<file path="src/rtl/seq_det_stream_ctrl.sv">
// Word-to-serial controller for the sequence detector: shifts each accepted word
// MSB-first onto det_x and counts detector Z1/Z2 hits for the bits driven.
module seq_det_stream_ctrl #(
  parameter int unsigned WIDTH = 8,
  parameter int unsigned CNT_W = 4
) (
  input  logic             clk,
  input  logic             rst,
  input  logic             in_valid,
  output logic             in_ready,
  input  logic [WIDTH-1:0] in_data,
  output logic             det_x,
  input  logic             det_z1,
  input  logic             det_z2,
  output logic             out_valid,
  input  logic             out_ready,
  output logic [CNT_W-1:0] out_z1_cnt,
  output logic [CNT_W-1:0] out_z2_cnt
);

  localparam int unsigned IDX_W = $clog2(WIDTH);
  localparam logic [IDX_W-1:0] LAST_IDX = IDX_W'(WIDTH - 1);
  localparam logic [CNT_W-1:0] CNT_MAX = '1;

  typedef enum logic [1:0] {
    IDLE   = 2'd0,
    SHIFT  = 2'd1,
    DRAIN  = 2'd2,
    REPORT = 2'd3
  } state_t;

  state_t             state, state_next;
  logic [WIDTH-1:0]   shreg, shreg_next;
  logic [IDX_W-1:0]   idx, idx_next;
  logic               det_x_next;
  logic               out_valid_next;
  logic [CNT_W-1:0]   z1_next, z2_next;

  function automatic logic [CNT_W-1:0] sat_inc(input logic [CNT_W-1:0] cnt, input logic hit);
    return (hit && (cnt != CNT_MAX)) ? cnt + CNT_W'(1) : cnt;
  endfunction

  assign in_ready = (state == IDLE) && !rst;

  // det_x is registered, so the first bit is launched at the accept edge and the
  // shift register holds only the bits still to be driven.
  always_comb begin
    state_next     = state;
    shreg_next     = shreg;
    idx_next       = idx;
    det_x_next     = 1'b0;
    out_valid_next = out_valid;
    z1_next        = out_z1_cnt;
    z2_next        = out_z2_cnt;
    unique case (state)
      IDLE: begin
        if (in_valid) begin
          shreg_next = {in_data[WIDTH-2:0], 1'b0};
          det_x_next = in_data[WIDTH-1];
          idx_next   = '0;
          z1_next    = '0;
          z2_next    = '0;
          state_next = SHIFT;
        end
      end
      SHIFT: begin
        // Z reflects the previous bit, so the first SHIFT cycle has nothing to count.
        if (idx != '0) begin
          z1_next = sat_inc(out_z1_cnt, det_z1);
          z2_next = sat_inc(out_z2_cnt, det_z2);
        end
        if (idx == LAST_IDX) begin
          state_next = DRAIN;
        end else begin
          det_x_next = shreg[WIDTH-1];
          shreg_next = {shreg[WIDTH-2:0], 1'b0};
          idx_next   = idx + IDX_W'(1);
        end
      end
      DRAIN: begin
        z1_next        = sat_inc(out_z1_cnt, det_z1);
        z2_next        = sat_inc(out_z2_cnt, det_z2);
        out_valid_next = 1'b1;
        state_next     = REPORT;
      end
      REPORT: begin
        if (out_ready) begin
          out_valid_next = 1'b0;
          state_next     = IDLE;
        end
      end
      default: state_next = IDLE;
    endcase
  end

  always_ff @(posedge clk) begin
    if (rst) begin
      state      <= IDLE;
      shreg      <= '0;
      idx        <= '0;
      det_x      <= 1'b0;
      out_valid  <= 1'b0;
      out_z1_cnt <= '0;
      out_z2_cnt <= '0;
    end else begin
      state      <= state_next;
      shreg      <= shreg_next;
      idx        <= idx_next;
      det_x      <= det_x_next;
      out_valid  <= out_valid_next;
      out_z1_cnt <= z1_next;
      out_z2_cnt <= z2_next;
    end
  end

endmodule
</file>
<file path="config.mk">
export PLATFORM = sky130hd
export DESIGN_NAME = seq_det_stream_ctrl
export DESIGN_NICKNAME = d
export VERILOG_FILES = /design/src/rtl/seq_det_stream_ctrl.sv
export SDC_FILE = /design/constraint.sdc
export NUM_CORES = 1
export LEC_CHECK = 0
export BUFFER_PORTS_ARGS = -buffer_cell sky130_fd_sc_hd__buf_4
export CORE_MARGIN = 8
export CORE_UTILIZATION = 25
export CTS_BUF_LIST = sky130_fd_sc_hd__clkbuf_16
export CTS_CLUSTER_DIAMETER = 40
export CTS_CLUSTER_SIZE = 25
export DETAILED_ROUTE_END_ITERATION = 10
export GPL_ROUTABILITY_DRIVEN = 1
export GPL_TIMING_DRIVEN = 0
export HOLD_SLACK_MARGIN = 0.15
export PLACE_DENSITY_LB_ADDON = 0.15
export SETUP_SLACK_MARGIN = 0.3
export SYNTH_ARGS = -nofsm -noshare
export SYNTH_HDL_FRONTEND = slang
export SYNTH_SLANG_ARGS = --single-unit
</file>
<file path="constraint.sdc">
create_clock -name clk -period 2.3 [get_ports clk]
set_clock_uncertainty 0.05 [all_clocks]
set_input_delay 0.345 -clock clk [delete_from_list [all_inputs] [get_ports clk]]
set_output_delay 0.345 -clock clk [all_outputs]
set_load 0.05 [all_outputs]
</file>
* Word level (Yosys, flattened, before mapping)
Index checks and enable logic that the tools add are counted.
Storage, ports and cells: register bits after elaboration 23, input port bits 14, word-level logic and storage cells 56
Operators by class: add/sub/neg operators 3, equal/unequal tests 11, mux-type cells 22, reduce and logical (&&, ||, !) cells 13
Operator list (count):
- $pmux W4 S3 | 2
- $mux W4 | 5
- $mux W8 | 2
- $pmux W8 S2 | 1
- $ne A2 B2 Y1 const B | 5
- $reduce_and A3 Y1 | 3
- $add A4 B1 Y4 const B | 2
- $ne A4 B4 Y1 const B | 2
- $pmux W2 S4 | 1
- $mux W2 | 3
- $mux W3 | 2
- $pmux W3 S2 | 1
- $reduce_bool A3 Y1 | 2
- $eq A2 B2 Y1 const B | 2
- $pmux W1 S2 | 2
- $reduce_bool A2 Y1 | 2
- $add A3 B1 Y3 const B | 1
- $eq A3 B3 Y1 const B | 1
- $logic_and A1 B1 Y1 | 3
- $mux W1 | 3
- $eq A2 B1 Y1 const B | 1
- $logic_not A2 Y1 | 1
- $reduce_and A2 Y1 | 1
- $logic_not A1 Y1 | 1

* Logic depth before layout (Yosys ltp)
depth after elaboration 5, gate-level depth with buffers 7, mapped depth without buffers 6

* Least setup slack after synthesis
Ideal clock, no wire load.
kind flip-flop to output port, start point reg state[0], end point out in_ready, data arrival time 1.345 ns, slack 0.560 ns, cell stages (with the launch flop) 4, buffers on the path 0, cells stage by stage dfxtp_1 inv_1 ha_1 nor2b_1
Between the ends: cells in the longest elaborated chain, start to end 2
Ends and longest elaborated chain:
- from (decl) | RTL line 32 | state_t state, state_next;
- from (signal assigned) | RTL line 106 | state <= state_next;
- $logic_not A2 Y1 | RTL line 43 | assign in_ready = (state == IDLE) && !rst;
- $logic_and A1 B1 Y1 | RTL line 43
- to (decl) | RTL line 10 | output logic in_ready,
Every way passes these cells.

* Worst setup path in the final report
start point reg state[1], end point reg out_z2_cnt[1]
Between the ends: cells in the longest elaborated chain, start to end 3
Ends and longest elaborated chain:
- $eq A2 B1 Y1 (tied with other cells) | RTL line 55 | unique case (state)
- $ne A2 B2 Y1 (no line) or $reduce_bool A3 Y1 (tied branches)
- $reduce_and A3 Y1 (no line)
- to (signal assigned) | RTL line 112 | out_z2_cnt <= z2_next;
- to (decl) | RTL line 18 | output logic [CNT_W-1:0] out_z2_cnt
Several ways; a longest one is shown, not always the timed one. A chain may end at the register's enable or synchronous reset.

==> impl_metrics.csv <==
group,metric,value,unit
worst_setup_path,r2r_end,"out_z2_cnt[1]",
worst_setup_path,cp-start-kind,"register",
drt,drc,0,
clock_tree,cts.path.max_buffers,2,
global_routing,antenna_found_initial,0,
timing,fmax,0.541,GHz
drt,drt_iter0_markers,14,
clock_tree,clkSinkCount,22,
worst_setup_path,reg2reg_from,"state[1]",
worst_setup_path,crit_type,"register to register",
worst_setup_path,crit_cells,7,
clock_tree,cts_tree,"built",
logic_synthesis,synth_edf_count,0,
cells_and_area,fillers,488,
cells_and_area,drive_above_1_share,23.0,%
flow_run,drv_cap,0,
timing,drv_slew,0,
global_routing,overflow,0,
worst_setup_path,critPathTopFamily,"simple AND/OR/NAND/NOR gates",
pwr,pwr-share-clk,18.4,%
logic_synthesis,synth_top_area_cell,"dfxtp_1",
placement,placed_area,1450,µm²
worst_setup_path,crit_required,2.37,ns
floorplan,start_util,25.7,%
drt,drt_pass1_iterations,4,
floorplan,coreArea,4690,µm²
cells_and_area,num_antenna_cells,0,
timing,finalCritPeriodShare,80.3,%
logic_synthesis,yosysUniqueCellTypes,30,
logic_synthesis,synthFlopType,"dfxtp_1",
pwr,internal_power,1.14,mW
pwr,leakagePower,0.621,nW
drt,wl,2890,µm
clock_tree,cts_buffers,3,
worst_setup_path,crit_path_end,"out_z2_cnt[1]",
drt,avgViaCountPerCell,4.79,
placement,placedCellCount,211,
logic_synthesis,synth_warnings,0,
logic_synthesis,synth.net_count,158,
drt,wl_per_cell,13.4,µm
clock_tree,root_buffer,"clkbuf_16",
timing,finalSetupViolations,0,
timing,rsz0062_at_grt,"false",
floorplan,die_h,85.4,µm
floorplan,fp-row-count,25,
clock_tree,cts_hold_buf,0,
clock_tree,h-tree-depth,1,
clock_tree,cts_resized,0,
worst_hold_path,worst_hold_path.num_cells,2,
logic_synthesis,synth_area,1200,µm²
worst_setup_path,crit_start,"state[1]",
floorplan,ioPinCount,25,
logic_synthesis,syn_area_per_cell,9.06,µm²
worst_setup_path,ff2ff_setup_slack,0.45,ns
cells_and_area,final_nets,187,
floorplan,dieArea,7300,µm²
global_routing,gr-usage-all-layers,8.21,%
logic_synthesis,yosysTopAreaCellShare,36.6,%
pwr,p_switching,869,µW
worst_setup_path,crit_path_cell_trace,"inv_1 -> ha_1 -> and3b_4 -> or3_1 -> buf_4 -> o21ai_2 -> a21oi_1",
clock_tree,post-cts-setup-buffers,0,
worst_setup_path,cp.buffers_inverters,2,
global_routing,grt_pass1_wl,4700,µm
logic_synthesis,synth_area_leaders,"dfxtp_1, ha_1, mux2i_1, a21oi_1, a211oi_1",
logic_synthesis,ys_seq_area_share,36.6,%
logic_synthesis,synthArstFlopShare,0,%
worst_setup_path,cp_slowest_cell,"dfxtp_1",
drt,ant_nets,0,
pwr,p_per_area,1310,nW/µm²
worst_setup_path,critPathMaxStageDelay,0.40,ns
pwr,ir_drop,0.000406,V
timing,finalSetupTns,0,ns
placement,dp_hpwl,2210,µm
drt,vias,1029,
timing,fin_crit,1.85,ns
outcome,outcome,"finished, final reports clean",
cells_and_area,fin_cells,215,
worst_setup_path,end_kind,"register",
placement,io_buffers,24,
timing,max-slew-margin-rel,63.4,%
floorplan,die_w,85.4,µm
timing,tightest_slew,0.548,ns
timing,hold_violations,0,
global_routing,grt_pass1_vias,1052,
logic_synthesis,ys_ff_latch,22,
worst_hold_path,worstHoldPathType,"primary input to register",
pwr,p_sw_share,43.2,%
worst_setup_path,critPathMaxFanout,8,
logic_synthesis,syn_inst,133,
global_routing,grt_max_degree,13,
cells_and_area,stdcell_area,1530,µm²
worst_setup_path,cp.arrival,1.92,ns
worst_setup_path,worstRegToRegCells,7,
pwr,p_comb_share,54.1,%
pwr,p_seq_share,27.4,%
placement,gp_congestion,0.748,
clock_tree,clkLatencyLatePin,0.25,ns
cells_and_area,area_growth,27.1,%
clock_tree,cts.clk_slew.worst_paths,0.06,ns
-- cells by family after synthesis --
family	count (synthesis)	share of synthesized area, %
multiplexers	7	5.82
buffers and inverters	11	4.05
AO/OA/AOI/OAI	29	15.7
adder cells (fa/ha/maj)	11	11.4
AND/OR/NAND/NOR	53	26.5
flip-flops	22	36.6
-- per-layer routing --
metal / up-vias / track usage, % / part of all wire (%)
li1: 537 / - / -
met1: 455 / 8.49 / 44
met2: 33 / 14.2 / 48
met3: 4 / 3.57 / 6.9
met4: 0 / 3.18 / 1.2
met5: - / 0 / 0
-- sequential cells by signal, summed over array words and instances, names as in the netlist --
signal,flops
det_x,1
shreg,7
idx,3
state,2
out_valid,1
out_z2_cnt,4
out_z1_cnt,4
-- area by class of cell --
type	instances	area, µm²	area share (%)
tap	54	67.6	4.41
multi-input combinational	100	716	46.7
inverter	4	15.0	0.980
buffer	7	33.8	2.21
clock buffer	3	75.1	4.90
clock inverter	1	3.75	0.245
timing repair buffer	24	180	11.8
sequential	22	440	28.8
-- synth_stat cells (2+ instances only) --
master,n
nor3_1,4
nand3b_1,3
nand4_1,2
dfxtp_1,22
mux2i_1,7
nand2_1,4
clkbuf_1,3
ha_1,11
nand3_1,7
nand2b_1,4
buf_2,3
and2_1,2
a21oi_1,12
and4_1,2
nor2_1,13
a211oi_1,8
nand4b_1,3
nor2b_1,4
a31oi_1,5
inv_1,4
-- cells in the final DEF, fill, tap and decap left out, types with 2 or more instances in the layout --
| cell type | instances |
|---|---|
| buf_4 | 25 |
| dfxtp_1 | 22 |
| nor2_1 | 13 |
| a21oi_1 | 12 |
| ha_1 | 11 |
| a211oi_1 | 8 |
| nand3_1 | 7 |
| mux2i_1 | 7 |
| a31oi_1 | 5 |
| inv_1 | 4 |
| nor2b_1 | 4 |
| nand2_1 | 4 |
| nor3_1 | 4 |
| nand2b_1 | 4 |
| clkbuf_1 | 3 |
| nand3b_1 | 3 |
| nand4b_1 | 3 |
| buf_2 | 3 |
| clkbuf_16 | 3 |
| and2_1 | 2 |
| nand4_1 | 2 |
| and4_1 | 2 |
-- stage by stage --
stage          setup slack, ns  util [%]  hold slack (ns)  total power, mW
2_1_floorplan            0.560         -            0.374             1.39
3_3_place_gp             0.477      31.0            0.411             1.64
3_5_place_dp             0.452      31.0            0.417             1.66
4_1_cts                  0.445      32.6            0.235             2.05
5_1_grt                  0.300      32.6            0.237             2.18
6_report                 0.453      32.6            0.236             2.01
-- power by group through the flow --
stage,clock [mW],sequential (mW),combinational [mW]
6_report,0.370,0.551,1.09
3_3_place_gp,0,0.559,1.08
2_1_floorplan,0,0.625,0.768
5_1_grt,0.400,0.568,1.21
4_1_cts,0.387,0.552,1.11
3_5_place_dp,0,0.560,1.10
-- worst register-to-register path, delay by kind of cell, from the launching register on --
kind                       cells  cell delay (ns)
AOI/OAI and AO/OA              2             0.20
adders and majority gates      1             0.25
buffers and inverters          2             0.28
DFF                            1             0.40
and+or+nand+nor                2             0.54
-- worst min path at each step --
stage / start / endpoint / slack, ns
floorplan: rst / out_z1_cnt[2] / 0.37
global placement: shreg[1] / shreg[1] / 0.41
detailed placement: shreg[1] / shreg[1] / 0.42
CTS: rst / out_z1_cnt[2] / 0.23
global route: rst / out_z1_cnt[2] / 0.24
finish: rst / out_z1_cnt[2] / 0.24
No activity file was read; power rests on OpenSTA's default activity.
